## config.mk

```make
export PLATFORM = sky130hd
export DESIGN_NAME = rom_dl_bridge
export DESIGN_NICKNAME = d
export VERILOG_FILES = /design/src/rtl/rom_dl_bridge.sv
export SDC_FILE = /design/constraint.sdc
export NUM_CORES = 1
export LEC_CHECK = 0
export BUFFER_PORTS_ARGS = -buffer_cell sky130_fd_sc_hd__buf_2
export CELL_PAD_IN_SITES_DETAIL_PLACEMENT = 1
export CELL_PAD_IN_SITES_GLOBAL_PLACEMENT = 2
export CORE_MARGIN = 2
export CORE_UTILIZATION = 39
export DETAILED_ROUTE_END_ITERATION = 8
export GPL_TIMING_DRIVEN = 0
export PLACE_DENSITY = 0.86
export SLEW_MARGIN = 10
export SYNTH_ARGS = -nofsm -noshare
export SYNTH_HDL_FRONTEND = slang
export SYNTH_SLANG_ARGS = --single-unit
export TNS_END_PERCENT = 10
```

## constraint.sdc

```tcl
create_clock -name clk_sys -period 2.8 [get_ports clk_sys]
set_input_delay 0.28 -clock clk_sys [delete_from_list [all_inputs] [get_ports clk_sys]]
set_output_delay 0.28 -clock clk_sys [all_outputs]
set_load 0.03 [all_outputs]
```

## src/rtl/rom_dl_bridge.sv

```systemverilog
// ROM download bridge: queues data_io byte strobes in a small FIFO and replays
// them as SDRAM port-1 toggle req/ack writes, tracking download completion.
module rom_dl_bridge #(
  parameter int DEPTH = 4
) (
  input  logic        clk_sys,
  input  logic        reset_n,
  input  logic        ioctl_download,
  input  logic        ioctl_wr,
  input  logic [24:0] ioctl_addr,
  input  logic [7:0]  ioctl_dout,
  output logic        port1_req,
  input  logic        port1_ack,
  output logic [22:0] port1_a,
  output logic [1:0]  port1_ds,
  output logic [15:0] port1_d,
  output logic        port1_we,
  output logic        busy,
  output logic        overflow,
  output logic        rom_loaded
);

  localparam int PW = (DEPTH > 1) ? $clog2(DEPTH) : 1;
  localparam int CW = PW + 1;
  localparam logic [CW-1:0] FULL = CW'(DEPTH);

  typedef enum logic {ST_IDLE, ST_WAIT} state_t;

  state_t        state_q, state_d;
  logic [31:0]   mem_q [DEPTH];
  logic [31:0]   mem_d [DEPTH];
  logic [PW-1:0] wr_ptr_q, wr_ptr_d;
  logic [PW-1:0] rd_ptr_q, rd_ptr_d;
  logic [CW-1:0] count_q, count_d;
  logic          wr_last_q, wr_last_d;
  logic          dl_last_q, dl_last_d;
  logic          dl_seen_q, dl_seen_d;
  logic          req_q, req_d;
  logic          we_q, we_d;
  logic          busy_q, busy_d;
  logic          overflow_q, overflow_d;
  logic          rom_loaded_q, rom_loaded_d;
  logic [22:0]   a_q, a_d;
  logic [1:0]    ds_q, ds_d;
  logic [15:0]   d_q, d_d;

  logic          push_req;
  logic          push_ok;
  logic          pop;
  logic          dl_rise;
  logic [31:0]   head;
  logic          unused_addr_msb;

  assign unused_addr_msb = ioctl_addr[24];

  always_comb begin
    wr_last_d = ioctl_wr;
    dl_last_d = ioctl_download;
    push_req  = ioctl_download & ioctl_wr & ~wr_last_q;
    dl_rise   = ioctl_download & ~dl_last_q;
    // Pop decision uses registered count, so a push into an empty FIFO is popped next cycle.
    pop       = (state_q == ST_IDLE) && (count_q != '0);
    push_ok   = push_req && ((count_q != FULL) || pop);
    head      = mem_q[rd_ptr_q];

    mem_d    = mem_q;
    wr_ptr_d = wr_ptr_q;
    rd_ptr_d = rd_ptr_q;
    count_d  = count_q;

    if (push_ok) begin
      mem_d[wr_ptr_q] = {ioctl_addr[23:0], ioctl_dout};
      wr_ptr_d        = wr_ptr_q + PW'(1);
    end
    if (pop) begin
      rd_ptr_d = rd_ptr_q + PW'(1);
    end
    if (push_ok && !pop) begin
      count_d = count_q + CW'(1);
    end else if (pop && !push_ok) begin
      count_d = count_q - CW'(1);
    end
  end

  always_comb begin
    state_d = state_q;
    req_d   = req_q;
    we_d    = we_q;
    a_d     = a_q;
    ds_d    = ds_q;
    d_d     = d_q;

    case (state_q)
      ST_IDLE: begin
        if (pop) begin
          a_d     = head[31:9];
          ds_d    = {head[8], ~head[8]};
          d_d     = {head[7:0], head[7:0]};
          we_d    = 1'b1;
          req_d   = ~req_q;
          state_d = ST_WAIT;
        end
      end
      ST_WAIT: begin
        if (port1_ack == req_q) begin
          we_d    = 1'b0;
          state_d = ST_IDLE;
        end
      end
      default: state_d = ST_IDLE;
    endcase
  end

  always_comb begin
    dl_seen_d    = dl_seen_q | dl_rise;
    overflow_d   = overflow_q;
    rom_loaded_d = rom_loaded_q;

    if (dl_rise) begin
      overflow_d   = 1'b0;
      rom_loaded_d = 1'b0;
    end else if (!ioctl_download && dl_seen_q && (count_q == '0) && (state_q == ST_IDLE)) begin
      rom_loaded_d = 1'b1;
    end
    if (push_req && !push_ok) begin
      overflow_d = 1'b1;
    end

    busy_d = (count_d != '0) || (state_d == ST_WAIT);
  end

  always_ff @(posedge clk_sys) begin
    if (!reset_n) begin
      state_q      <= ST_IDLE;
      wr_ptr_q     <= '0;
      rd_ptr_q     <= '0;
      count_q      <= '0;
      wr_last_q    <= 1'b0;
      dl_last_q    <= 1'b0;
      dl_seen_q    <= 1'b0;
      req_q        <= 1'b0;
      we_q         <= 1'b0;
      busy_q       <= 1'b0;
      overflow_q   <= 1'b0;
      rom_loaded_q <= 1'b0;
      a_q          <= '0;
      ds_q         <= '0;
      d_q          <= '0;
    end else begin
      state_q      <= state_d;
      wr_ptr_q     <= wr_ptr_d;
      rd_ptr_q     <= rd_ptr_d;
      count_q      <= count_d;
      wr_last_q    <= wr_last_d;
      dl_last_q    <= dl_last_d;
      dl_seen_q    <= dl_seen_d;
      req_q        <= req_d;
      we_q         <= we_d;
      busy_q       <= busy_d;
      overflow_q   <= overflow_d;
      rom_loaded_q <= rom_loaded_d;
      a_q          <= a_d;
      ds_q         <= ds_d;
      d_q          <= d_d;
    end
  end

  // Storage needs no reset; entries are only read once the pointers say they are valid.
  always_ff @(posedge clk_sys) begin
    mem_q <= mem_d;
  end

  assign port1_req  = req_q;
  assign port1_we   = we_q;
  assign port1_a    = a_q;
  assign port1_ds   = ds_q;
  assign port1_d    = d_q;
  assign busy       = busy_q;
  assign overflow   = overflow_q;
  assign rom_loaded = rom_loaded_q;

endmodule
```

* Word level (Yosys, flattened, before mapping)
Cells that the tools add are included.
Widths: inputs -> output; s select.
** Cells by class
- Add/subtract/negate cells :: 4
- Equality and inequality tests :: 4
- Bitwise logic cells :: 12
- $lt $le $gt $ge :: 3
- Reduce and logical (&&, ||, !) cells :: 21
- Mux-type cells :: 16
** Operator list (count)
- $bwmux 128 :: 1
- $mux 32 :: 3
- $bmux 32 s2 :: 1
- $demux 32 s2 :: 1
- $logic_and 1x1->1 :: 9
- $ge 3x3->1 const B :: 2
- $mux 1 :: 6
- $mux 3 :: 2
- $not 1->1 :: 6
- $not 2->3 :: 2
- $reduce_bool 3->1 :: 2
- $add 2x1->2 const B :: 2
- $pmux 1 s2 :: 2
- $reduce_and 2->1 :: 2
- $add 3x1->3 const B :: 1
- $and 1x1->1 :: 3
- $logic_not 1->1 :: 3
- $logic_not 3->1 :: 1
- $lt 3x1->1 const B :: 1
- $ne 3x3->1 const B :: 1
- $sub 3x1->3 const B :: 1
- $logic_or 1x1->1 :: 2
- $ne 2x1->1 const B :: 1
- $ne 2x2->1 const B :: 1
- other kinds (4) :: 4
** Storage, ports and cells
- Flip-flop bits (word level) :: 185

* Depth between registers and ports, before layout
Gate-level depths: netlist (run 1).
- Depth after elaboration :: 10
- Gate-level depth with buffers :: 8

* Worst setup path after synthesis (run 1)
Ideal clock, no wire load.
- Kind :: reg-to-reg
- Start :: register count_q[0]
- End :: register mem_q[0] in the netlist's numbering, enable pin
- Arrival time :: 1897 ps
- Required time :: 2408 ps
- Cell stages (with the launch flop) :: 5
- Slack :: 511 ps
- Library setup time :: 392 ps
- Path through :: dfxtp_1 inv_1 ha_1 a31oi_1 and2_1
** Between the ends
- Longest elaborated chain between the ends :: 4
- Elaborated cells between the ends (all ways) :: 5
** Ends and longest elaborated chain
- from (decl) :: line 34 : logic [CW-1:0] count_q, count_d;
- from (signal assigned) :: line 153 : count_q <= count_d;
- $reduce_bool 3->1 :: line 62 : pop = (state_q == ST_IDLE) && (count_q != '0);
- $logic_and 1x1->1 :: line 62
- $logic_or 1x1->1 (*) :: line 63 : push_ok = push_req && ((count_q != FULL) || pop);
- $logic_and 1x1->1 (*) :: line 63
- to (signal assigned) :: line 170 : mem_q <= mem_d;
- to (decl) :: line 30 : logic [31:0] mem_q [DEPTH];
Mark *: on every way between the ends. The rest lies on a longest branch, timed or not.
A chain may end at the register's enable or synchronous reset.

* Worst setup path after layout (run 1)
- Start :: register count_q[0]
- End :: register mem_q[42] in the netlist's numbering, enable pin
The elaborated chain is that of the path after synthesis.

==> results of run 1 <==
## layout by cell type, fill, tap and decap left out, types with 6 or more instances in the layout
master and count:
edfxtp_1 128, buf_2 92, nand2_1 68, dfxtp_1 49, a21oi_1 36, mux4_2 32
clkbuf_16 21, nor2_1 14, buf_4 13, inv_1 7, ha_1 7, xnor2_1 6
## power by group through the flow
stage               Clock [mW]  Combinational (mW)  Sequential (mW)
floorplan                    0                1.30             3.72
detailed placement           0                2.42             3.33
CTS                       2.49                2.43             3.27
global route              2.58                2.60             3.30
global placement             0                2.33             3.31
finish                    2.43                2.40             3.27
## logic make-up after synthesis
group                      count (synthesis)  synth area share, %
xor gates and xnor gates                   6               0.7964
AOI/OAI and AO/OA                         46                3.773
and+or+nand+nor                          102                6.712
buffers and inverters                     37                3.053
DFF                                      177                73.11
adders and majority gates                  7                1.327
muxes                                     34                11.22
## flip-flops by register name, summed over array words and instances, names as in the netlist
name and count:
dl_seen_q 1, overflow 1, port1_we 1, dl_last_q 1
state_q 1, mem_q 128, port1_ds 2, wr_ptr_q 2
port1_req 1, port1_d 8, rd_ptr_q 2, rom_loaded 1
count_q 3, port1_a 23, busy 1, wr_last_q 1
## stage by stage
step / setup TNS [ns] / instance area [sq um]
after floorplan: 0 / 6599
final: 0 / 8008
after CTS: 0 / 8003
after global placement: -30.78 / 7284
after detailed placement: 0 / 7377
after global routing: 0 / 8003
## metal layers
metal / wire length, um / track usage, % / share of wire (%) / vias up
li1: - / - / - / 1726
met1: 5901 / 19.65 / 42 / 1848
met2: 7297 / 28.72 / 51 / 80
met3: 655 / 5.215 / 4.6 / 27
met4: 342 / 7.661 / 2.4 / 0
met5: 0 / 0 / 0 / -
## final cells by class
type | count | area [sq um]
antenna | 2 | 5.005
clock buffer | 21 | 525.5
sequential | 177 | 4825
inverter | 8 | 30.03
timing repair buffer | 86 | 498.0
fill | 1681 | 8576
buffer | 29 | 171.4
tap | 220 | 275.3
multi-input combinational | 195 | 1578
clock inverter | 11 | 100.1
## worst max-delay path by stage
stage                      endpoint  slack [ns]  depth (start not counted)
final                     mem_q[42]        0.43                          5
after global routing      mem_q[47]        0.25                          5
after CTS                 mem_q[47]        0.42                          5
after detailed placement  mem_q[46]        0.44                          5
after global placement    mem_q[75]       -0.26                          4
after floorplan            mem_q[0]        0.51                          4
## worst register-to-register path: stages, from the launching register on
cell and delay, ns:
dfxtp_1 0.40, inv_1 0.12, ha_1 0.28, a31oi_1 0.48, and2_2 0.55, buf_16 0.24
==> flow_metrics.py, run 1 <==
metrics = {
    "yosys": {
        "syn_avg_cell_area_sq_um": 16.13,
        "synth_fp_nets": 454,
        "synth.yosys.seq_area_share_pct": 73.11,
        "synth_common_cells": "edfxtp_1 (128), nand2_1 (68), dfxtp_1 (49), a21oi_1 (36), mux4_2 (32)",
        "ys_warn_count": 0,
        "yosysTopAreaCell": "edfxtp_1",
        "syn_inst": 409,
        "ys_seq_elements": 177,
        "post-synth-top-count-cell": "edfxtp_1",
        "synth_cell_type_count": 32,
        "synth_enable_flop_cells": 128,
        "synth.area.top_cells": "edfxtp_1 (58%), dfxtp_1 (15%), mux4_2 (11%), nand2_1 (3.9%), a21oi_1 (2.7%)",
        "syn_area_sq_um": 6599,
        "synthFlopType": "edfxtp_1",
        "netlist.area_leader.share_pct": 58.25,
        "async_flop_share_pct": 0,
    },
    "layout": {
        "final_nets": 559,
        "drive_gt1_share_pct": 34.16,
        "syn2layout_area_growth_pct": 21.35,
        "stdcell_count": 749,
        "finish.utilization_pct": 48.29,
    },
    "worst_setup_path": {
        "cp_cell_sequence": "inv_1 > ha_1 > a31oi_1 > and2_2 > buf_16",
        "end_kind": "register",
        "timing.critical_path.from": "count_q[0]",
        "arrival_ns": 2.51,
        "cpMaxStageDelayCell": "and2_2",
        "path_max_fanout": 20,
        "r2r_start": "count_q[0]",
        "crit_required_ns": 2.94,
        "crit_type": "reg2reg",
        "r2r_end": "mem_q[42]",
        "crit_family": "simple AND/OR/NAND/NOR gates",
        "critPathMaxStageDelay_ns": 0.55,
        "start_kind": "register",
        "r2r_cells": 5,
        "rrSetupSlack_ns": 0.43,
        "cp_num_buf_inv": 2,
    },
    "pwr": {
        "seqPwrFrac_pct": 40.4,
        "power.internal_mw": 5.364,
        "p_comb_share_pct": 29.6,
        "power.density_nw_per_um2": 1012,
        "ir_drop_v": 0.0005830,
        "p_switching_mw": 2.737,
        "finalPower_mw": 8.100,
        "p_leak_nw": 2.932,
        "p_sw_share_pct": 33.78,
        "p_clk_share_pct": 30.1,
    },
    "drt": {
        "wl_um": 14200,
        "routedWlPerCell_um": 18.95,
        "vias": 3681,
        "dr.pass1.iters": 4,
        "avgViaCountPerCell": 4.915,
        "drt_iter0_markers": 193,
        "drtAntennaViolNets": 0,
        "drc": 0,
    },
    "timing": {
        "drv_slew": 0,
        "fin_ws_ns": 0.4321,
        "setup_viol": 0,
        "worst_slew_pin_slew_ns": 0.5846,
        "max_freq_mhz": 422.3,
        "fin_crit_sh_pct": 84.57,
        "rsz0062_at_grt": "false",
        "hold_ws_ns": 0.06305,
        "timing.slew.headroom_pct": 61.03,
        "hold_viol": 0,
        "period_minus_slack_ns": 2.368,
        "fin_skew_ns": 0.01076,
    },
    "placement": {
        "place_inst": 715,
        "gp_congestion": 0.7888,
        "post-place-ws_ns": 0.4418,
        "io_buffers": 82,
        "dp_hpwl_um": 9622,
    },
    "job": {
        "max_cap_violations": 0,
    },
    "clock_network": {
        "cts_root_buffer": "clkbuf_16",
        "cts-buffers-inserted": 17,
        "clock_latency_ns": 0.43,
        "cts.sinks": 177,
        "post_cts.repair.setup_buffers": 0,
        "cts-hold-fix-buffers": 0,
        "clock_path_buffers": 2,
        "path_clk_slew_ns": 0.07,
        "cts_tree": "built",
        "cts.htree.levels": 4,
        "cts-resized-gates": 0,
    },
    "worst_hold_path": {
        "worstHoldStart": "ioctl_dout[1]",
        "min_path_cells": 1,
        "hold_class": "in2reg",
        "holdPathEnd": "mem_q[65]",
    },
    "floorplan": {
        "fp.dieH_um": 134.1,
        "dieArea_sq_um": 17980,
        "die_w_um": 134.1,
        "initial_core_util_pct": 39.79,
        "num_io_pins": 84,
        "rows": 47,
        "core_area_sq_um": 16580,
    },
    "global_routing": {
        "grt_usage_pct": 16.86,
        "antenna_found_initial": 0,
        "grt_pass1_wl_um": 22200,
        "grt_start_max_net_pins": 31,
        "first_global_vias": 4066,
        "grt-ovfl-total": 0,
    },
    "run_status": {
        "status": "finished, final reports clean",
    },
}
Power figures use the tool's default switching activity.
==> run 2, diff against run 1 <==
ABC_AREA = 1   (was unset)
CORE_UTILIZATION = 38   (was 39)
PLACE_DENSITY = 0.9   (was 0.86)
clock period = 2.21 ns   (was 2.8 ns; I/O delays follow)
==> flow_metrics.py, run 2 <==
metrics = {
    "yosys": {
        "syn_avg_cell_area_sq_um": 11.38,
        "yosysTopAreaCell": "edfxtp_1",
        "synth.yosys.seq_area_share_pct": 71.00,
        "synth.area.top_cells": "edfxtp_1 (57%), dfxtp_1 (14%), nor2_1 (7.9%), o21ai_0 (6.8%), o22ai_1 (2.9%)",
        "synth_fp_nets": 642,
        "synthFlopType": "edfxtp_1",
        "post-synth-top-count-cell": "nor2_1",
        "synth_common_cells": "nor2_1 (143), edfxtp_1 (128), o21ai_0 (92), dfxtp_1 (49), inv_1 (48)",
        "syn_inst": 597,
        "netlist.area_leader.share_pct": 56.56,
        "async_flop_share_pct": 0,
        "synth_cell_type_count": 26,
        "ys_warn_count": 0,
        "synth_enable_flop_cells": 128,
        "ys_seq_elements": 177,
        "syn_area_sq_um": 6795,
    },
    "clock_network": {
        "cts_root_buffer": "clkbuf_16",
        "cts.sinks": 177,
        "cts_tree": "built",
        "cts-buffers-inserted": 17,
        "cts.htree.levels": 4,
        "clock_path_buffers": 2,
        "clock_latency_ns": 0.43,
        "path_clk_slew_ns": 0.06,
    },
    "floorplan": {
        "num_io_pins": 84,
        "die_w_um": 137.7,
        "dieArea_sq_um": 18970,
        "rows": 48,
        "core_area_sq_um": 17420,
        "initial_core_util_pct": 39.02,
        "fp.dieH_um": 137.7,
    },
    "timing": {
        "setup_viol": 0,
        "hold_viol": 0,
        "fin_skew_ns": 0.01564,
        "timing.slew.headroom_pct": 54.08,
        "worst_slew_pin_slew_ns": 0.6888,
        "rsz0062_at_grt": "true",
        "fin_crit_sh_pct": 95.38,
        "max_freq_mhz": 474.4,
        "drv_slew": 0,
        "period_minus_slack_ns": 2.108,
    },
    "worst_setup_path": {
        "start_kind": "register",
        "path_max_fanout": 17,
        "arrival_ns": 2.24,
        "crit_required_ns": 2.34,
        "end_kind": "register",
        "crit_type": "reg2reg",
    },
    "layout": {
        "layout_commonest_cell": "nor2_1",
        "n_antenna_cell": 0,
        "final_cell_mix": "nor2_1 (139), edfxtp_1 (128), o21ai_0 (92), buf_2 (87), dfxtp_1 (49)",
        "largest_reg_flops": 128,
        "final_nets": 765,
        "syn2layout_area_growth_pct": 23.27,
        "top_register": "mem_q",
        "drive_gt1_share_pct": 19.78,
        "finish.utilization_pct": 48.10,
    },
    "drt": {
        "drt_iter0_markers": 287,
        "avgViaCountPerCell": 5.033,
        "routedWlPerCell_um": 18.07,
        "vias": 4822,
        "dr.pass1.iters": 4,
        "wl_um": 17320,
        "drc": 0,
        "drtAntennaViolNets": 0,
    },
    "placement": {
        "io_buffers": 82,
        "dp_hpwl_um": 11530,
        "gp_congestion": 0.7824,
    },
    "pwr": {
        "p_switching_mw": 3.697,
        "power.internal_mw": 6.531,
        "p_sw_share_pct": 36.15,
        "power.density_nw_per_um2": 1221,
        "finalPower_mw": 10.23,
        "p_leak_nw": 3.363,
        "p_clk_share_pct": 27.5,
        "seqPwrFrac_pct": 40.1,
        "p_comb_share_pct": 32.4,
        "ir_drop_v": 0.0006258,
    },
    "global_routing": {
        "grt_pass1_wl_um": 27120,
        "grt_usage_pct": 19.58,
        "first_global_vias": 5193,
        "grt-ovfl-total": 0,
        "grt_start_max_net_pins": 24,
        "antenna_found_initial": 0,
    },
    "run_status": {
        "status": "finished, final reports clean",
    },
    "job": {
        "max_cap_violations": 0,
    },
    "worst_hold_path": {
        "hold_class": "in2reg",
    },
}
==> run 2: cell count changes in the layout (fill, tap and decap cells not counted), moves of 6 or more <==
cell and delta:
nor2_1 +125, o21ai_0 +90, nand2_1 -50, inv_1 +41, mux4_2 -32, o22ai_1 +32
a21oi_1 -28, clkbuf_1 +22, dlygate4sd3_1 +15, o21ai_1 +10, nand3_1 +6
==> run 2: per-stage QoR <==
step / TNS, ns / std cells / worst slack, ns / hold WS, ns / instance area, sq um
after floorplan: -8.841 / 597 / -0.06907 / 0.3145 / 6805
after global placement: -103.25 / 904 / -0.8209 / 0.4224 / 7497
after detailed placement: -11.69 / 908 / -0.1929 / 0.4211 / 7620
after CTS: 0 / 955 / 0.07251 / 0.0002037 / 8339
after global routing: -0.04232 / 958 / -0.005302 / 0.007797 / 8377
final: 0 / 958 / 0.1020 / 0.007697 / 8377
==> run 2: power by group through the flow <==
| stage | clock (mW) | combinational, mW | sequential (mW) |
|---|---|---|---|
| 3_3_place_gp | 0 | 3.12 | 4.15 |
| 6_report | 2.82 | 3.31 | 4.10 |
| 2_1_floorplan | 0 | 1.78 | 4.59 |
| 4_1_cts | 2.86 | 3.35 | 4.11 |
| 5_1_grt | 2.99 | 3.69 | 4.14 |
| 3_5_place_dp | 0 | 3.29 | 4.17 |
==> run 2: cell type report <==
type | count | area, sq um
inverters | 50 | 187.7
clock buffers | 26 | 489.2
multi-input cells | 330 | 1617
well taps | 225 | 281.5
repair buffers | 104 | 710.7
plain buffers | 40 | 209.0
flip-flops and latches | 177 | 4825
clock inverters | 6 | 57.56
fillers | 1905 | 9040
==> run 2: timing repair <==
action / CTS / global route
pin swaps: 1 / 1
hold buffers: 14 / 1
endpoints found under the hold margin: 47 / 3
resized for setup: 3 / 0
buffers inserted: 1 / 2
setup endpoints to repair: 119 / 25
==> run 2: cell families (layout without fill, tap and decap cells) <==
logic type	Yosys count	count (layout)	synth area share, %
AO/OA/AOI/OAI	145	145	11.45
buffers and inverters	90	226	5.837
adder cells (fa/ha/maj)	7	7	1.289
AND/OR/NAND/NOR	175	175	10.04
flip-flops	177	177	71.00
XOR/XNOR	3	3	0.3867
==> run 2: path summary, 6_finish.rpt <==
check	start	endpoint	slack (ns)	depth (start not counted)
setup reg to reg	count_q[0]	mem_q[27]	0.10	6
hold reg to reg	dl_seen_q	dl_seen_q	0.48	2
setup / recovery	count_q[0]	mem_q[27]	0.10	6
hold / removal	ioctl_dout[6]	mem_q[6]	0.008	1
==> run 2: worst max-delay path: stages, from the launching register on <==
cell     delay (ns)
dfxtp_1        0.36
inv_1          0.09
ha_1           0.29
nand3_2        0.17
nand2_4        0.13
nor2_4         0.52
buf_16         0.24
==> run 2: metal layers <==
layer  vias up  GRT usage, %  routed length [um]
met2       123         34.91                9182
met5         -             0                   0
li1       2293             -                   -
met3        23         4.010                 775
met4         0         8.957                 296
met1      2383         22.63                7060
